[config.mk]
export PLATFORM = sky130hd
export DESIGN_NAME = param_loader
export DESIGN_NICKNAME = d
export VERILOG_FILES = /design/src/rtl/param_loader.sv
export SDC_FILE = /design/constraint.sdc
export NUM_CORES = 1
export LEC_CHECK = 0
export ABC_AREA = 1
export CAP_MARGIN = 25
export CORE_UTILIZATION = 55
export CTS_CLUSTER_DIAMETER = 200
export DETAILED_ROUTE_END_ITERATION = 16
export MAX_ROUTING_LAYER = met4
export PLACE_DENSITY = 0.79
export SLEW_MARGIN = 25
export SYNTH_ARGS = -nofsm -noshare
export SYNTH_HDL_FRONTEND = slang
export SYNTH_SLANG_ARGS = --single-unit
[constraint.sdc]
create_clock -name CLK -period 4.25 [get_ports CLK]
set_input_delay 1.275 -clock CLK [delete_from_list [all_inputs] [get_ports CLK]]
set_output_delay 1.275 -clock CLK [all_outputs]
set_load 0.05 [all_outputs]
[src/rtl/param_loader.sv]
// Framed byte-stream loader for the risk core's mu/sigma/S operands.
// Validates pad bits and XOR checksum, then commits the new set once the core is idle.
module param_loader #(
   parameter logic [7:0] HDR     = 8'hA5,
   parameter int         TIMEOUT = 1024
) (
   input  logic        CLK,
   input  logic        RST_N,
   input  logic [7:0]  iData,
   input  logic        iValid,
   output logic        oReady,
   input  logic        iBusy,
   output logic [17:0] oMu,
   output logic [17:0] oSigma,
   output logic [17:0] oS,
   output logic        oLoad,
   output logic        oErr,
   output logic [1:0]  oErrCode
);

   localparam int GW = (TIMEOUT > 2) ? $clog2(TIMEOUT) : 1;
   localparam logic [GW-1:0] GAP_LAST = GW'(TIMEOUT - 2);

   typedef enum logic [1:0] {IDLE, PAYLOAD, CSUM, COMMIT} stateT;

   stateT          state, stateNext;
   logic [3:0]     idx;
   logic [7:0]     acc;
   logic           padFlag;
   logic [GW-1:0]  gap;
   logic [53:0]    shadow;
   logic           xfer, timeUp, csumBad, padPos;

   assign xfer    = iValid & oReady;
   assign timeUp  = !xfer && (gap == GAP_LAST);
   assign csumBad = (iData != acc);
   assign padPos  = (idx == 4'd0) || (idx == 4'd3) || (idx == 4'd6);

   // NOTE: sequential state uses non-blocking assignments so every register samples pre-edge values.
   always_ff @(posedge CLK or negedge RST_N) begin
      if (!RST_N) state <= IDLE;
      else        state <= stateNext;
   end

   // NOTE: default assignment first so no path leaves stateNext unassigned (no latch).
   always_comb begin
      stateNext = state;
      unique case (state)
         IDLE:    if (xfer && iData == HDR) stateNext = PAYLOAD;
         PAYLOAD: if (xfer && idx == 4'd8) stateNext = CSUM;
                  else if (timeUp)          stateNext = IDLE;
         CSUM:    if (xfer)                 stateNext = (csumBad || padFlag) ? IDLE : COMMIT;
                  else if (timeUp)          stateNext = IDLE;
         COMMIT:  if (!iBusy)               stateNext = IDLE;
         default:                           stateNext = IDLE;
      endcase
   end

   always_comb begin
      oReady = 1'b1;
      if (state == COMMIT) oReady = 1'b0;
   end

   always_ff @(posedge CLK or negedge RST_N) begin
      if (!RST_N) begin
         idx      <= '0;
         acc      <= '0;
         padFlag  <= 1'b0;
         gap      <= '0;
         oMu      <= '0;
         oSigma   <= '0;
         oS       <= '0;
         oLoad    <= 1'b0;
         oErr     <= 1'b0;
         oErrCode <= 2'b00;
      end else begin
         oLoad <= 1'b0;
         oErr  <= 1'b0;
         unique case (state)
            IDLE: begin
               if (xfer && iData == HDR) begin
                  idx     <= '0;
                  acc     <= '0;
                  padFlag <= 1'b0;
                  gap     <= '0;
               end
            end
            PAYLOAD: begin
               if (xfer) begin
                  idx     <= idx + 4'd1;
                  acc     <= acc ^ iData;
                  padFlag <= padFlag | (padPos & (|iData[7:2]));
                  gap     <= '0;
               end else begin
                  gap <= gap + GW'(1);
                  if (timeUp) begin
                     oErr     <= 1'b1;
                     oErrCode <= 2'b11;
                  end
               end
            end
            CSUM: begin
               if (xfer) begin
                  gap <= '0;
                  if (csumBad) begin
                     oErr     <= 1'b1;
                     oErrCode <= 2'b01;
                  end else if (padFlag) begin
                     oErr     <= 1'b1;
                     oErrCode <= 2'b10;
                  end
               end else begin
                  gap <= gap + GW'(1);
                  if (timeUp) begin
                     oErr     <= 1'b1;
                     oErrCode <= 2'b11;
                  end
               end
            end
            COMMIT: begin
               if (!iBusy) begin
                  oMu    <= shadow[53:36];
                  oSigma <= shadow[35:18];
                  oS     <= shadow[17:0];
                  oLoad  <= 1'b1;
               end
            end
            default: ;
         endcase
      end
   end

   // NOTE: shadow is pure data, fully rewritten by every frame, so it carries no reset.
   // Pad bytes contribute only their two value bits, packing the three operands into 54 bits.
   always_ff @(posedge CLK) begin
      if (state == PAYLOAD && xfer) begin
         if (padPos) shadow <= {shadow[51:0], iData[1:0]};
         else        shadow <= {shadow[45:0], iData};
      end
   end

endmodule

# After elaboration in Yosys (flattened, before gate mapping)
# Cells that the tools add are included.
[totals]
regBits = 137
out_inout_bits = 59
[classes]
addsub = 2
eq_ne = 14
mux = 35
bitwise_logic = 5
reduce_logical = 20
[ops]
columns = ["cell", "count"]
rows = [
  ["two-way mux 54 bit", 1],
  ["two-way mux 2 bit", 11],
  ["two-way mux 10 bit", 2],
  ["one-hot mux 10 bit (2 select lines)", 1],
  ["two-way mux 8 bit", 2],
  ["one-hot mux 8 bit (2 select lines)", 1],
  ["adder 10 x 1 -> 10 bit, second input constant", 1],
  ["== test 10 bit, second input constant", 1],
  ["two-way mux 1 bit", 10],
  ["== test 8 bit, second input constant", 1],
  ["two-way mux 4 bit", 2],
  ["inequality test 2 bit, second input constant", 4],
  ["inequality test 8 bit", 1],
  ["one-hot mux 2 bit (4 select lines)", 1],
  ["one-hot mux 4 bit (2 select lines)", 1],
  ["XOR 8 bit", 1],
  ["AND reduction 2 bit", 3],
  ["AND reduction 3 bit", 2],
  ["nonzero test 2 bit", 3],
  ["OR reduction 6 bit", 1],
  ["adder 4 x 1 -> 4 bit, second input constant", 1],
  ["== test 2 bit, second input constant", 2],
  ["== test 4 x 2 -> 1 bit, second input constant", 1],
  ["== test 4 x 3 -> 1 bit, second input constant", 1],
  ["other kinds (14)", 21],
]

# Depth between registers and ports, before layout
# Gate-level depths: netlist (run 1).
[depth]
depth_word = 8
mapped_depth = 12
mapped_depth_nobuf = 12

# Worst setup path before layout (run 1)
# Ideal clock, no wire load.
[synth_timing]
path_type = "input port to flip-flop"
startpoint = "input iValid"
endpoint = "register acc[0]"
setup_ns = 0.089
arrival_time_ns = 3.290
slack_ns = 0.872
path_stages = 6
n_path_buf = 0
path_cell_list = "nand2_4 inv_1 nand2_1 inv_1 nand2_1 o22ai_1"
[synth_via]
elab_chain_cells = 4
word_cells_on_any_way = 5
cone_classes = "eq/ne: 2; bitwise: 1; reduce/logical: 2"
[synth_lines]
columns = ["item", "line", "source"]
rows = [
  ["from (decl)", "10", "input logic iValid,"],
  ["AND 1 bit (*)", "34", "assign xfer = iValid & oReady;"],
  ["logical AND 1 bit", "81", "if (xfer && iData == HDR) begin"],
  ["inequality test 2 bit (no line)", "-", ""],
  ["AND reduction 3 bit (no line) (*)", "-", ""],
  ["to (signal assigned)", "91", "acc <= acc ^ iData;"],
  ["to (decl)", "28", "logic [7:0] acc;"],
]
# Every way passes the cells marked *; elsewhere a longest branch is shown, timed or not.
# A chain may end at the register's enable or synchronous reset.

# Worst setup path in the final report (run 1)
[layout_timing]
startpoint = "register state[0]"
endpoint = "output oReady"
[layout_via]
elab_chain_cells = 2
[layout_lines]
columns = ["item", "line", "source"]
rows = [
  ["from (decl)", "26", "stateT state, stateNext;"],
  ["from (signal assigned)", "42", "else state <= stateNext;"],
  ["== test 2 bit", "61", "if (state == COMMIT) oReady = 1'b0;"],
  ["two-way mux 1 bit", "61", ""],
  ["to (decl)", "11", "output logic oReady,"],
]
# Every way passes these cells.

==> results by group, run 1 <==
Cells and area
  – Commonest non-fill, non-tap cell in the layout: nand2_1
  – Synth-to-layout area growth: 22.7%
  – Area of the multi-input gates: 1880 µm²
  – Storage element area: between 3000 and 4000 µm²
  – Most frequent cells in the layout: nand2_1, o21ai_0, inv_1
  – Antenna diodes: 0
  – Layout cells sized above 1: 0.0723
  – Fillers: around 800
  – Fin nets: 742

Die
  – # rows: 37
  – Starting density of the core: 0.576
  – Io pins: around 70
  – Die height: 107 µm
  – Full die area: roughly 11000 µm²
  – Die Wd: 107 µm
  – Core area: about 11000 µm²

Global routing
  – Largest net degree at the start of global routing: between 80 and 90
  – Initial antenna violation count: 0
  – Total global routing overflow: 0
  – First-pass GRT wire length: a little over 20 mm
  – Overall Global Routing Usage: 0.241
  – Vias in the first global route: about 4.4k

Detailed routing
  – Drt first-iter violations: about 370
  – Drt drc: 0
  – Drt pass-1 iters: 6
  – Wire per inst: around 14 µm
  – Vias/cell: 5.29
  – Via count: 4598
  – Detail Route Antenna Nets: 0
  – Wirelength, routed: roughly 12 mm

Power
  – Maximum vdd drop: 0.556 mV
  – Leakage: 0.00341 µW
  – Power Density: around 930 nW/µm²

Placement
  – I/O Buffers: 70
  – Placed wire-length estimate: around 8.4 mm
  – Placement Setup Slack: 878 ps
  – Routability congestion estimate: roughly 0.85

Clock network
  – Longest Clk Path Bufs: 2
  – Resize count post-CTS: 0
  – Clock tree from TritonCTS: done
  – Clk slew on worst S/H paths: approximately 60 ps
  – Post-cts hold buffer count: 0
  – Setup Fix Bufs, Post-CTS: 0
  – CTS sink count: 137
  – Clk Latency, worst-skew pair: 520 ps
  – # H-tree levels: 4
  – Clock Tree Root: clkbuf_8
  – Total CTS buffers: 17

STA
  – Setup violators final: 0
  – TNS Setup: 0 ps
  – Final setup margin: roughly 860 ps
  – Rel. slew slack: 0.342
  – Period Utilization, post-route: 0.797
  – Final Slew Violations: 0
  – Slew @ Worst Pin: roughly 980 ps
  – RSZ-0062 raised after global routing: false
  – Post-layout min period: between 3000 and 4000 ps
  – Hold Vio Cnt, Final: 0
  – F_max: just under 0.3 GHz
  – Clock Skew: 7.25 ps
  – WHS: 453 ps

Yosys
  – Post-synth top flop: dfrtp_1
  – Register area share after synthesis: 0.611
  – Synth warn: 0
  – Mapped cell area: roughly 6000 µm²
  – Distinct cells, synth: 32
  – Synth async-reset ratio: 0.606
  – Gate Count Post-Synth: 650
  – Post-synth EDFFs: 54
  – Synthesized area per cell: approximately 9.3 µm²
  – Syn Nets: between 600 and 700
  – Flops & latches, synth: ~140

Worst setup path
  – Crit-path max FO: 5
  – Critical Path Start Type: register
  – Crit path required time: 2970 ps
  – Crit Path Category: reg2out
  – CP Capture Type: primary output
  – CP arrival: approximately 2100 ps

Status
  – Status: finished clean

Run
  – # Max-Cap Violations: 0

Min path
  – Worst hold path class: reg2reg
worst max-delay path: stages (launching register included):
cell             delay (ps)
dfrtp_1                 440
ha_1                    250
inv_2                   100
clkdlybuf4s50_1         810
layer usage:
metal,vias up,GRT usage,routed length (µm)
met5,-,-,0
met2,158,0.405,6270
li1,2238,-,-
met4,0,0.0978,210
met1,2176,0.284,5220
met3,26,0.0511,571
registers in the layout, summed over array words and instances (netlist names):
signal and flops:
oLoad 1, padFlag 1, state 2, idx 4
oSigma 18, gap 10, oMu 18, oErr 1
oS 18, oErrCode 2, acc 8, shadow 54
stage by stage:
step | cells | power [µW] | area [µm²] | util
2_1_floorplan | 650 | 4590 | 6050 | -
3_3_place_gp | 837 | 5410 | 6860 | 0.652
3_5_place_dp | 837 | 5520 | 6860 | 0.652
4_1_cts | 869 | 6950 | 7420 | 0.706
5_1_grt | 869 | 7340 | 7420 | 0.707
6_report | 869 | 6910 | 7420 | 0.707
final cells by class:
type,count,area share
clock buffer,18,0.0563
timing repair buffer,74,0.102
sequential,137,0.498
inverter,95,0.0480
tap,136,0.0229
multi-input combinational,395,0.253
clock inverter,14,0.0199
cells in the mapped netlist, types with 4 or more instances:
cell	instances	area [µm²]
nand2_1	190	713
o21ai_0	107	536
inv_1	89	334
dfrtp_1	83	2080
edfxtp_1	54	1620
nor2_1	25	93.8
a21oi_1	15	75.1
clkbuf_1	15	56.3
nand3_1	12	60.1
ha_1	10	125
o22ai_1	7	43.8
inv_2	6	22.5
nand4_1	6	37.5
buf_2	4	20.0
buf_6	4	45.0
kinds of logic (layout without fill, tap and decap cells):
| group | Yosys count | count (layout) | share of synthesized area |
|---|---|---|---|
| AOI/OAI and AO/OA | 136 | 136 | 0.118 |
| DFF | 137 | 137 | 0.611 |
| and+or+nand+nor | 247 | 247 | 0.169 |
| buffers and inverters | 118 | 201 | 0.0790 |
| xor gates and xnor gates | 2 | 2 | 0.00289 |
| adders and majority gates | 10 | 10 | 0.0207 |
where the power goes:
| part | internal [µW] | switching (µW) | total [µW] |
|---|---|---|---|
| clock network | 836 | 554 | 1390 |
| registers | 2180 | 349 | 2520 |
| logic | 920 | 2080 | 3000 |
final timing paths:
check                      depth (start not counted)   endpoint        from  slack (ps)
min in group asynchronous                          1  oSigma[8]       RST_N         810
max reg2reg                                        8     acc[5]    state[0]        1900
max in group asynchronous                          1     gap[9]       RST_N        2940
min reg2reg                                        2    oMu[17]  shadow[53]         450
max                                                3     oReady    state[0]         860
min                                                2    oMu[17]  shadow[53]         450
Note: power is estimated with default switching activity, not from simulation.
==> run 2, diff against run 1 <==
- clock period: 4.25 -> 3.5 ns (I/O delays scaled with it)
==> results by group, run 2 (synthesis results as in run 1) <==
Clock network
  – Post-cts hold buffer count: 0 (unchanged)
  – Clock Tree Root: clkbuf_8
  – CTS sink count: 137 (unchanged)
  – Total CTS buffers: 17 (unchanged)
  – Clk Latency, worst-skew pair: 520 ps (about the same)
  – # H-tree levels: 4 (unchanged)
  – Resize count post-CTS: 0 (unchanged)
  – Clk slew on worst S/H paths: 60 ps (about the same)
  – Longest Clk Path Bufs: 2 (unchanged)
  – Clock tree from TritonCTS: done
  – Setup Fix Bufs, Post-CTS: 0 (unchanged)

Global routing
  – Vias in the first global route: 4332 (-1.8%)
  – Largest net degree at the start of global routing: 101 (+20%)
  – Overall Global Routing Usage: 0.233 (-0.00771)
  – First-pass GRT wire length: 19.9 mm (-2.8%)
  – Total global routing overflow: 0 (unchanged)
  – Initial antenna violation count: 0 (unchanged)

Detailed routing
  – Drt first-iter violations: 250 (-33%)
  – Vias/cell: 5.21 (-1.5%)
  – Drt pass-1 iters: 5 (-1)
  – Wirelength, routed: 12.0 mm (-2.6%)
  – Via count: 4532 (-1.4%)
  – Wire per inst: 13.7 µm (-2.7%)
  – Detail Route Antenna Nets: 0 (unchanged)
  – Drt drc: 0 (unchanged)

Worst setup path
  – Bufs and invs on worst path: 2 (unchanged)
  – Critical Path Start Type: register
  – Cell family with most CP delay: buffers and inverters
  – CP Capture Type: primary output
  – Crit-path max FO: 6 (+1)
  – Crit path required time: 2450 ps (-520 ps)
  – CP max-delay cell: clkdlybuf4s50_1
  – CP cell instances: ha_1 -> inv_2 -> clkdlybuf4s50_1
  – CP arrival: 2120 ps (about the same)
  – Crit path largest cell delay: 810 ps (about the same)
  – Crit Path Category: reg2out

STA
  – Clock Skew: 10.0 ps (+2.76 ps)
  – Setup violators final: 0 (unchanged)
  – F_max: 0.316 GHz
  – Hold Vio Cnt, Final: 0 (unchanged)
  – Slew @ Worst Pin: 820 ps (-163 ps)
  – RSZ-0062 raised after global routing: false
  – Post-layout min period: 3170 ps
  – Final Slew Violations: 0 (unchanged)
  – TNS Setup: 0 ps (unchanged)
  – Period Utilization, post-route: 0.905
  – Rel. slew slack: 0.451 (+0.109)
  – WHS: 456 ps (+3.30 ps)
  – Final setup margin: 331 ps (-530 ps)

Power
  – Power Density: 1130 nW/µm² (+22%)
  – Leakage: 0.00344 µW (+0.92%)
  – Maximum vdd drop: 0.620 mV (+11%)

Cells and area
  – Commonest non-fill, non-tap cell in the layout: nand2_1
  – Layout cells sized above 1: 0.0749 (+0.00263)
  – Layout Cell Area excl Fill: 7470 µm² (+0.56%)
  – Fin nets: 743 (+0.13%)
  – Synth-to-layout area growth: 23.3%
  – Layout Utilization: 0.710 (+0.00393)
  – Fillers: 768 (-3.4%)
  – Antenna diodes: 0 (unchanged)
  – Most frequent cells in the layout: nand2_1, o21ai_0, inv_1
  – Most flop-heavy register: shadow
  – Flip-flop count of the largest register after layout: 54 (unchanged)

Placement
  – DP Area: 6860 µm² (+0.11%)
  – Placement Setup Slack: 727 ps (-151 ps)
  – I/O Buffers: 70 (unchanged)
  – Routability congestion estimate: 0.845 (-0.79%)
  – Placed wire-length estimate: 7.87 mm (-5.9%)

Die
  – Full die area: 11400 µm² (unchanged)
  – Starting density of the core: 0.576 (unchanged)
  – Die height: 107 µm (unchanged)
  – # rows: 37 (unchanged)
  – Die Wd: 107 µm (unchanged)
  – Core area: 10500 µm² (unchanged)
  – Io pins: 71 (unchanged)

Run
  – # Max-Cap Violations: 0 (unchanged)

Min path
  – Worst hold path class: reg2reg

Status
  – Status: finished clean
[run 2: cell count changes in the layout (fill, tap and decap cells not counted), sizes merged]
cell / previous run / this run
clkbuf: 18 / 22
inv: 98 / 96
clkinv: 5 / 4
buf: 5 / 6
clkinvlp: 4 / 3
[run 2: layout make-up]
| class | instances | area (µm²) | share of cell area |
|---|---|---|---|
| Tap cell | 136 | 170 | 0.0228 |
| Clock buffer | 22 | 484 | 0.0649 |
| Sequential cell | 137 | 3700 | 0.495 |
| Clock inverter | 10 | 115 | 0.0154 |
| Multi-Input combinational cell | 395 | 1880 | 0.251 |
| Inverter | 95 | 357 | 0.0478 |
| Timing Repair Buffer | 75 | 764 | 0.102 |
[run 2: tightest hold or removal path, delay by kind of cell (launching register included)]
kind             cells  cell delay (ps)
AND/OR/NAND/NOR      2              100
flip-flops           1              320
[run 2: path summary, 6_finish.rpt]
kind	startpoint	to	slack (ps)	cells past startpoint
setup / recovery	state[1]	oReady	330	3
hold / removal	shadow[52]	oMu[16]	460	2
setup reg to reg	idx[0]	shadow[37]	1270	6
hold reg to reg	shadow[52]	oMu[16]	460	2
max in group asynchronous	RST_N	acc[7]	2390	1
min in group asynchronous	RST_N	oSigma[8]	580	1
[run 2: metrics by stage]
| step | std cells | power, µW |
|---|---|---|
| final | 870 | 8460 |
| after floorplan | 650 | 5580 |
| after detailed placement | 838 | 6690 |
| after CTS | 870 | 8510 |
| after global routing | 870 | 8980 |
| after global placement | 838 | 6590 |
[run 2: routing by layer]
metal  routed length, µm  part of all wire  track usage  up-vias
met2                6010              0.50        0.384      121
met1                5370              0.45        0.284     2160
li1                    -                 -            -     2238
met3                 447             0.037       0.0480       13
met5                   0                 0            -        -
met4                 137             0.011       0.0920        0
[run 2: report_power, final]
part	switching, µW	total (µW)	internal [µW]
combinational	2500	3620	1120
clock	670	1780	1110
sequential	414	3050	2640
total	3580	8460	4880
==> run 3, diff against run 2 <==
- GPL_TIMING_DRIVEN: not set -> 0
==> results by group, run 3 (synthesis results as in run 1) <==
Status
  – Status: finished clean

Cells and area
  – Commonest non-fill, non-tap cell in the layout: nand2_1
  – Layout Utilization: 0.725 (+0.0149)
  – Most flop-heavy register: shadow
  – Most frequent cells in the layout: nand2_1, o21ai_0, inv_1
  – Layout cells sized above 1: 0.0782 (+0.00332)
  – Fin nets: 763 (+2.7%)
  – Synth-to-layout area growth: 25.9%
  – Flip-flop count of the largest register after layout: 54 (unchanged)
  – Non-filler cells in the finished layout: 890 (+2.3%)
  – Antenna diodes: 0 (unchanged)

Placement
  – I/O Buffers: 70 (unchanged)
  – Placed wire-length estimate: 9.19 mm (+17%)
  – Placed insts: 858 (+2.4%)
  – Placement Setup Slack: 188 ps (-540 ps)
  – Routability congestion estimate: 0.949 (+12%)

Power
  – Proportion of power drawn by the clock network: 0.220 (+0.009)
  – Psw: 3730 µW (+4.0%)
  – Sw frac: 0.422 (-0.00173)
  – Comb power frac: 0.433 (+0.005)
  – Leakage: 0.00351 µW (+2.1%)
  – Sequential Power Share: 0.347 (-0.014)
  – Maximum vdd drop: 0.595 mV (-4.0%)
  – Internal power: 5110 µW (+4.7%)
  – Total power: 8830 µW (+4.4%)
  – Power Density: 1160 nW/µm² (+2.3%)

Die
  – Io pins: 71 (unchanged)
  – # rows: 37 (unchanged)
  – Die Wd: 107 µm (unchanged)
  – Full die area: 11400 µm² (unchanged)
  – Starting density of the core: 0.576 (unchanged)
  – Die height: 107 µm (unchanged)
  – Core area: 10500 µm² (unchanged)

Clock network
  – CTS sink count: 137 (unchanged)
  – Longest Clk Path Bufs: 2 (unchanged)
  – Post-cts hold buffer count: 0 (unchanged)
  – Total CTS buffers: 17 (unchanged)
  – Clk slew on worst S/H paths: 60 ps (about the same)
  – Setup Fix Bufs, Post-CTS: 0 (unchanged)
  – Clk Latency, worst-skew pair: 520 ps (about the same)
  – Clock Tree Root: clkbuf_8
  – Resize count post-CTS: 0 (unchanged)
  – Clock tree from TritonCTS: done
  – # H-tree levels: 4 (unchanged)

Detailed routing
  – Drt first-iter violations: 330 (+32%)
  – Wirelength, routed: 13.3 mm (+12%)
  – Wire per inst: 15.0 µm (+9.1%)
  – Detail Route Antenna Nets: 0 (unchanged)
  – Via count: 4752 (+4.9%)
  – Vias/cell: 5.34 (+2.5%)
  – Drt pass-1 iters: 5 (unchanged)
  – Drt drc: 0 (unchanged)

Worst setup path
  – Slack of the worst reg-to-reg path: 1000 ps (-270 ps)
  – Crit path largest cell delay: 810 ps (about the same)
  – Crit Path Category: reg2out
  – CP max-delay cell: clkdlybuf4s50_1
  – Crit path required time: 2450 ps (about the same)
  – Critical Path Start Type: register
  – Crit-path max FO: 5 (-1)
  – Cell family with most CP delay: buffers and inverters
  – CP cell instances: ha_1 -> inv_2 -> clkdlybuf4s50_1
  – CP arrival: 2120 ps (about the same)
  – CP Capture Type: primary output
  – Bufs and invs on worst path: 2 (unchanged)

Run
  – # Max-Cap Violations: 0 (unchanged)

Global routing
  – Largest net degree at the start of global routing: 57 (-44%)
  – Vias in the first global route: 4828 (+11%)
  – Initial antenna violation count: 0 (unchanged)
  – Overall Global Routing Usage: 0.266 (+0.0327)
  – Total global routing overflow: 0 (unchanged)
  – First-pass GRT wire length: 22.8 mm (+15%)

STA
  – Rel. slew slack: 0.539 (+0.0879)
  – Post-layout min period: 3170 ps (+2.18 ps)
  – Clock Skew: 11.7 ps (+1.68 ps)
  – Final setup margin: 329 ps (-2.18 ps)
  – Final Slew Violations: 0 (unchanged)
  – Period Utilization, post-route: 0.906 (about the same)
  – RSZ-0062 raised after global routing: false
  – Hold Vio Cnt, Final: 0 (unchanged)
  – Setup violators final: 0 (unchanged)
  – F_max: 0.315 GHz (about the same)
  – Slew @ Worst Pin: 691 ps (-129 ps)

Min path
  – Worst hold path class: in2async
==> run 3: cell types whose count changed in the layout (fill, tap and decap cells not counted), moves of 2 or more <==
cell        previous run  this run
buf_2                  0         4
buf_4                  3         1
buf_6                  1         4
bufinv_16              2         4
clkbuf_1               1        17
clkinv_2               3         1
clkinv_4               1         3
clkinvlp_4             3         1
==> run 3: power by group through the flow <==
stage               Combinational [µW]  Sequential (µW)  Clock [µW]
floorplan                         1480             4090           0
global placement                  3670             3040           0
detailed placement                3770             3070           0
CTS                               3830             3060        1960
global route                      4150             3150        2040
finish                            3820             3070        1940
==> run 3: metrics by stage <==
step | hold slack (ps) | TNS (ps) | area [µm²]
finish | 406 | 0 | 7620
global route | 413 | 0 | 7620
CTS | 403 | 0 | 7620
detailed placement | 436 | 0 | 6960
global placement | 435 | -159130 | 6920
floorplan | 426 | 0 | 6050
==> run 3: cell type report <==
type,instances,area [µm²]
plain buffers,23,121
clock buffers,23,499
well taps,136,170
clock inverters,9,159
flip-flops and latches,137,3700
repair buffers,72,738
multi-input cells,395,1880
inverters,95,359
fillers,724,2890
==> run 3: final timing paths <==
| path | endpoint | cells past startpoint | start |
|---|---|---|---|
| setup reg to reg | acc[4] | 8 | state[0] |
| hold reg to reg | oMu[16] | 2 | shadow[52] |
| hold / removal | oSigma[3] | 1 | RST_N |
| min in group CLK | oMu[16] | 2 | shadow[52] |
| max in group asynchronous | oS[0] | 3 | RST_N |
| setup / recovery | oReady | 3 | state[0] |
==> run 3: per-layer routing <==
layer  part of all wire  global-route usage  vias to the layer above
li1                   -                   -                     2273
met1               0.42               0.326                     2304
met2               0.52               0.442                      160
met3              0.054              0.0620                       15
met4              0.011              0.0812                        0
met5                  0                   -                        -
==> run 3: worst register-to-register path, stage by stage, from the launching register on <==
cell and delay [ps]:
dfrtp_1 430, ha_1 250, inv_2 100, nand2_4 80, inv_1 190, nand2_1 160
inv_4 520, nand2_1 380, o22ai_1 280
==> RTL change 1, RTL diff (config.mk and constraints of run 2) <==
Compare `idx` against `4'd3` with >= in place of ==.
--- a/src/rtl/param_loader.sv
+++ b/src/rtl/param_loader.sv
@@ -36,3 +36,3 @@
    assign csumBad = (iData != acc);
-   assign padPos  = (idx == 4'd0) || (idx == 4'd3) || (idx == 4'd6);
+   assign padPos  = (idx == 4'd0) || (idx >= 4'd3) || (idx == 4'd6);
 
Formal check against the unedited RTL: no difference found for any inputs over 10 cycles, from zero or initial values and one cycle with RST_N low; that may be too few to reach the edited logic, so the function may still have changed.
==> RTL change 1 against run 2 <==
Worst setup slack gained 0.014 ns. Power increased by 0.24%. Area after synthesis increased by 0.60%. Wire length rose by 5.6%. Register-to-register slack better by 0.13 ns. Sequential cell count unchanged. Cell count increased by 1.7%. Non-clock buffer count rose by 1. Global-route usage rose by 1.9 points. Cell area rose by 0.91%. Highest routed layer unchanged.
==> RTL change 1: results (changes against run 2) <==
| Metric | Value |
|---|---|
| Leak Pwr | 3.456 nW (was 3.440 nW) |
| Clock Skews | 0.007515 ns (was 0.01001 ns) |
| Yosys cell types | 33 (was 32) |
| HPWL after DPL | 8.355 mm (was 7.873 mm) |
| CLK BUF | 23 (was 22) |
| Clock buf/inv share | 7.872% (was 8.027%) |
| Inverters | 91 (was 95) |
| Mean Syn Cell Area | 9.241 um2 (was 9.313 um2) |
| Final std cells w/o fill | 885 (was 870) |
| Sequential element share of the synthesized area | 60.74% (was 61.10%) |
| Worst vdd ir | 636.4 uV (was 619.7 uV) |
| Drt total wl | 12.62 mm (was 11.96 mm) |
| Final nets | 753 (was 743) |
| Worst-path fanout max | 5 (was 6) |
| Pre-CTS setup slack | 0.6979 ns (was 0.7272 ns) |
| Bufs w/o clock | 76 (was 75) |
| FILL cells | 781 (was 768) |
| Net count after synthesis | 680 (was 672) |
| Outcome | finished, final reports clean (unchanged) |
| Post-synthesis compound-gate area fraction | 12.41% (was 11.76%) |
| Vias per cell | 5.208 (was 5.209) |
| Multi-input combinational area share | 25.98% (was 25.14%) |
| Post-synthesis adder-cell area fraction | 1.849% (was 2.067%) |
| Buffering overhead | 10.20% (was 10.24%) |
| 1st-iter DRT viols | 238 (was 250) |
| R2r setup slk | 1.40 ns (was 1.27 ns) |
| Gr usage total | 25.20% (was 23.34%) |
| Crit path DAT | 2.10 ns (was 2.12 ns) |
| FF-to-FF End | shadow[39] (was shadow[37]) |
| First-pass GRT wire length | 21.49 mm (was 19.88 mm) |
| Placer Congestion | 0.9193 (was 0.8446) |
| Xor/xnor share of the synthesized area | 0.2877% (was 0.2894%) |
| Vias in the first global route | 4561 (was 4332) |
| Share of post-route cells with drive strength above 1 | 7.248% (was 7.493%) |
| End-of-flow core utilization | 69.80% (was 71.04%) |
## RTL change 1: cell types whose count changed in the layout (fill, tap and decap cells not counted), sizes merged, moves of 3 or more
| cell | delta |
|---|---|
| nand2 | +12 |
| a21oi | +6 |
| inv | -4 |
| nand3 | -3 |
## RTL change 1: report_power, final
part           switching (W)  internal, W
Combinational        0.00255      0.00112
Clock               0.000670      0.00109
Sequential          0.000416      0.00264
## RTL change 1: metal layers
layer	share of wire, %	up-vias	track usage, %
met5	0	-	-
met4	1.9	0	10.57
met3	5.0	28	5.410
met2	50	130	39.72
met1	43	2172	31.83
li1	-	2279	-
## RTL change 1: worst min-delay path by stage
stage	endpoint	slack, ns	depth (start not counted)	start
2_1_floorplan	oMu[16]	0.43	2	shadow[52]
3_3_place_gp	oMu[16]	0.44	2	shadow[52]
3_5_place_dp	oMu[16]	0.44	2	shadow[52]
4_1_cts	oMu[16]	0.46	2	shadow[52]
5_1_grt	oMu[17]	0.49	2	shadow[53]
6_report	oMu[16]	0.45	2	shadow[52]
==> RTL change 2, RTL diff (settings of run 2) <==
Without the edit above. Set the parameter `TIMEOUT` to 512 (it was 1024).
--- a/src/rtl/param_loader.sv
+++ b/src/rtl/param_loader.sv
@@ -4,3 +4,3 @@
    parameter logic [7:0] HDR     = 8'hA5,
-   parameter int         TIMEOUT = 1024
+   parameter int         TIMEOUT = 512
 ) (
Behaviour: no difference found for any inputs over 10 cycles, from zero or initial values and one cycle with RST_N low; that may be too few to reach the edited logic, so the function may still have changed.
==> RTL change 2 against run 2 <==
Cell count shrank 1.5%. Power shrank 0.76%. Register-to-register slack gained 0.07 ns. Largest cell class unchanged. Cell area shrank 0.67%. Area after synthesis shrank 1.4%. Sequential cell count shrank 1. Wire length grew 6.2%. Clock power grew 6%. Via count grew 0.15%. Worst setup slack gained 0.016 ns.
==> RTL change 2: results (changes against run 2) <==
| Metric | Value |
|---|---|
| Net count after synthesis | 656 (was 672) |
| HPWL after DPL | 8.418 mm (was 7.873 mm) |
| Post-synthesis compound-gate area fraction | 11.59% (was 11.76%) |
| Switching Share | 41.78% (was 42.35%) |
| Final std cells w/o fill | 857 (was 870) |
| Max stage delay on crit path | around 0.80 ns |
| Final nets | 730 (was 743) |
| Pre-CTS setup slack | 0.6333 ns (was 0.7272 ns) |
| Share of post-route cells with drive strength above 1 | 7.212% (was 7.493%) |
| Crit path DAT | 2.10 ns (was 2.12 ns) |
| Worst hold stages | 2 (unchanged) |
| Vias in the first global route | 4442 (was 4332) |
| Mean Syn Cell Area | 9.418 um2 (was 9.313 um2) |
| Worst vdd ir | 705.1 uV (was 619.7 uV) |
| GR Layer Usage met3 | 6.193% (was 4.802%) |
| Fraction of registers with async set/reset | 60.29% (was 60.58%) |
| Hold endpoint | oMu[17] (was oMu[16]) |
| Leading post-synthesis cells by cell area | dfrtp_1, edfxtp_1, nand2_1 (unchanged) |
| Placer Congestion | 0.8229 (was 0.8446) |
| Outcome | finished, final reports clean (unchanged) |
| Clock transition at path regs | 0.06 ns (about the same) |
| Post-synth top area share | 34.37% (was 34.31%) |
| Largest net degree at the start of global routing | 67 (was 101) |
| Met1 WL | 5.411 mm (was 5.367 mm) |
| Grt met1 use | 30.61% (was 28.45%) |
| Synth top cells by count | nand2_1, o21ai_0, inv_1 (unchanged) |
| Drt total wl | 12.70 mm (was 11.96 mm) |
| CP delay by family, top | buffers and inverters (unchanged) |
| Yosys cell types | 31 (was 32) |
| Least-Margin Pin Slew | 0.6605 ns (was 0.8201 ns) |
| Leak Pwr | 3.390 nW (was 3.440 nW) |
| FF-to-FF End | shadow[27] (was shadow[37]) |
| Worst reg2reg path startpoint | idx[0] (unchanged) |
| 1st-iter DRT viols | 308 (was 250) |
| Fmax | 0.3171 GHz (was 0.3156 GHz) |
| Worst min-delay path startpoint | shadow[53] (was shadow[52]) |
| Area Growth Syn to Fin | 24.20% (was 23.34%) |
| R2r setup slk | 1.34 ns (was 1.27 ns) |
| First-pass GRT wire length | 21.20 mm (was 19.88 mm) |
| DR WL met2 | 6.371 mm (was 6.005 mm) |
| Inst Count DP | 825 (was 838) |
| Post-synthesis adder-cell area fraction | 2.096% (was 2.067%) |
| Clock Skews | 0.008598 ns (was 0.01001 ns) |
| Sequential element share of the synthesized area | 61.53% (was 61.10%) |
| Placed cell areas | 0.006792 mm2 (was 0.006863 mm2) |
| Xor/xnor share of the synthesized area | 0.5868% (was 0.2894%) |
| Met2 Use GR | 40.45% (was 38.39%) |
| Worst setup path start | state[1] (unchanged) |
| Hold Slack | 0.4591 ns (was 0.4562 ns) |
| Vias post-DR | 4539 (was 4532) |
| Met3 wire len | 645 um (was 447 um) |
| Gr usage total | 25.25% (was 23.34%) |
[RTL change 2: changes by cell type after synthesis, sizes merged, moves of 2 or more]
cell    before  now
inv         95   91
nor2        27   23
xor2         1    3
o31ai        2    0
nand2      194  188
a21oi       15   17
o21bai       2    0
nand4        6    3
clkbuf      15   12
a22oi        0    2
buf          8   10
[RTL change 2: power by group through the flow]
| stage | Clock [W] | Combinational, W | Sequential [W] |
|---|---|---|---|
| floorplan | 0 | 0.00155 | 0.00392 |
| global placement | 0 | 0.00335 | 0.00300 |
| detailed placement | 0 | 0.00344 | 0.00303 |
| CTS | 0.00190 | 0.00352 | 0.00302 |
| global route | 0.00196 | 0.00385 | 0.00311 |
| finish | 0.00188 | 0.00349 | 0.00302 |
[RTL change 2: layout make-up]
type                    instances  area [um2]
clock inverters                13       202.7
clock buffers                  19       421.7
fillers                       778        3000
inverters                      91       341.6
flip-flops and latches        136        3674
multi-input cells             385        1831
repair buffers                 77       775.7
well taps                     136       170.2
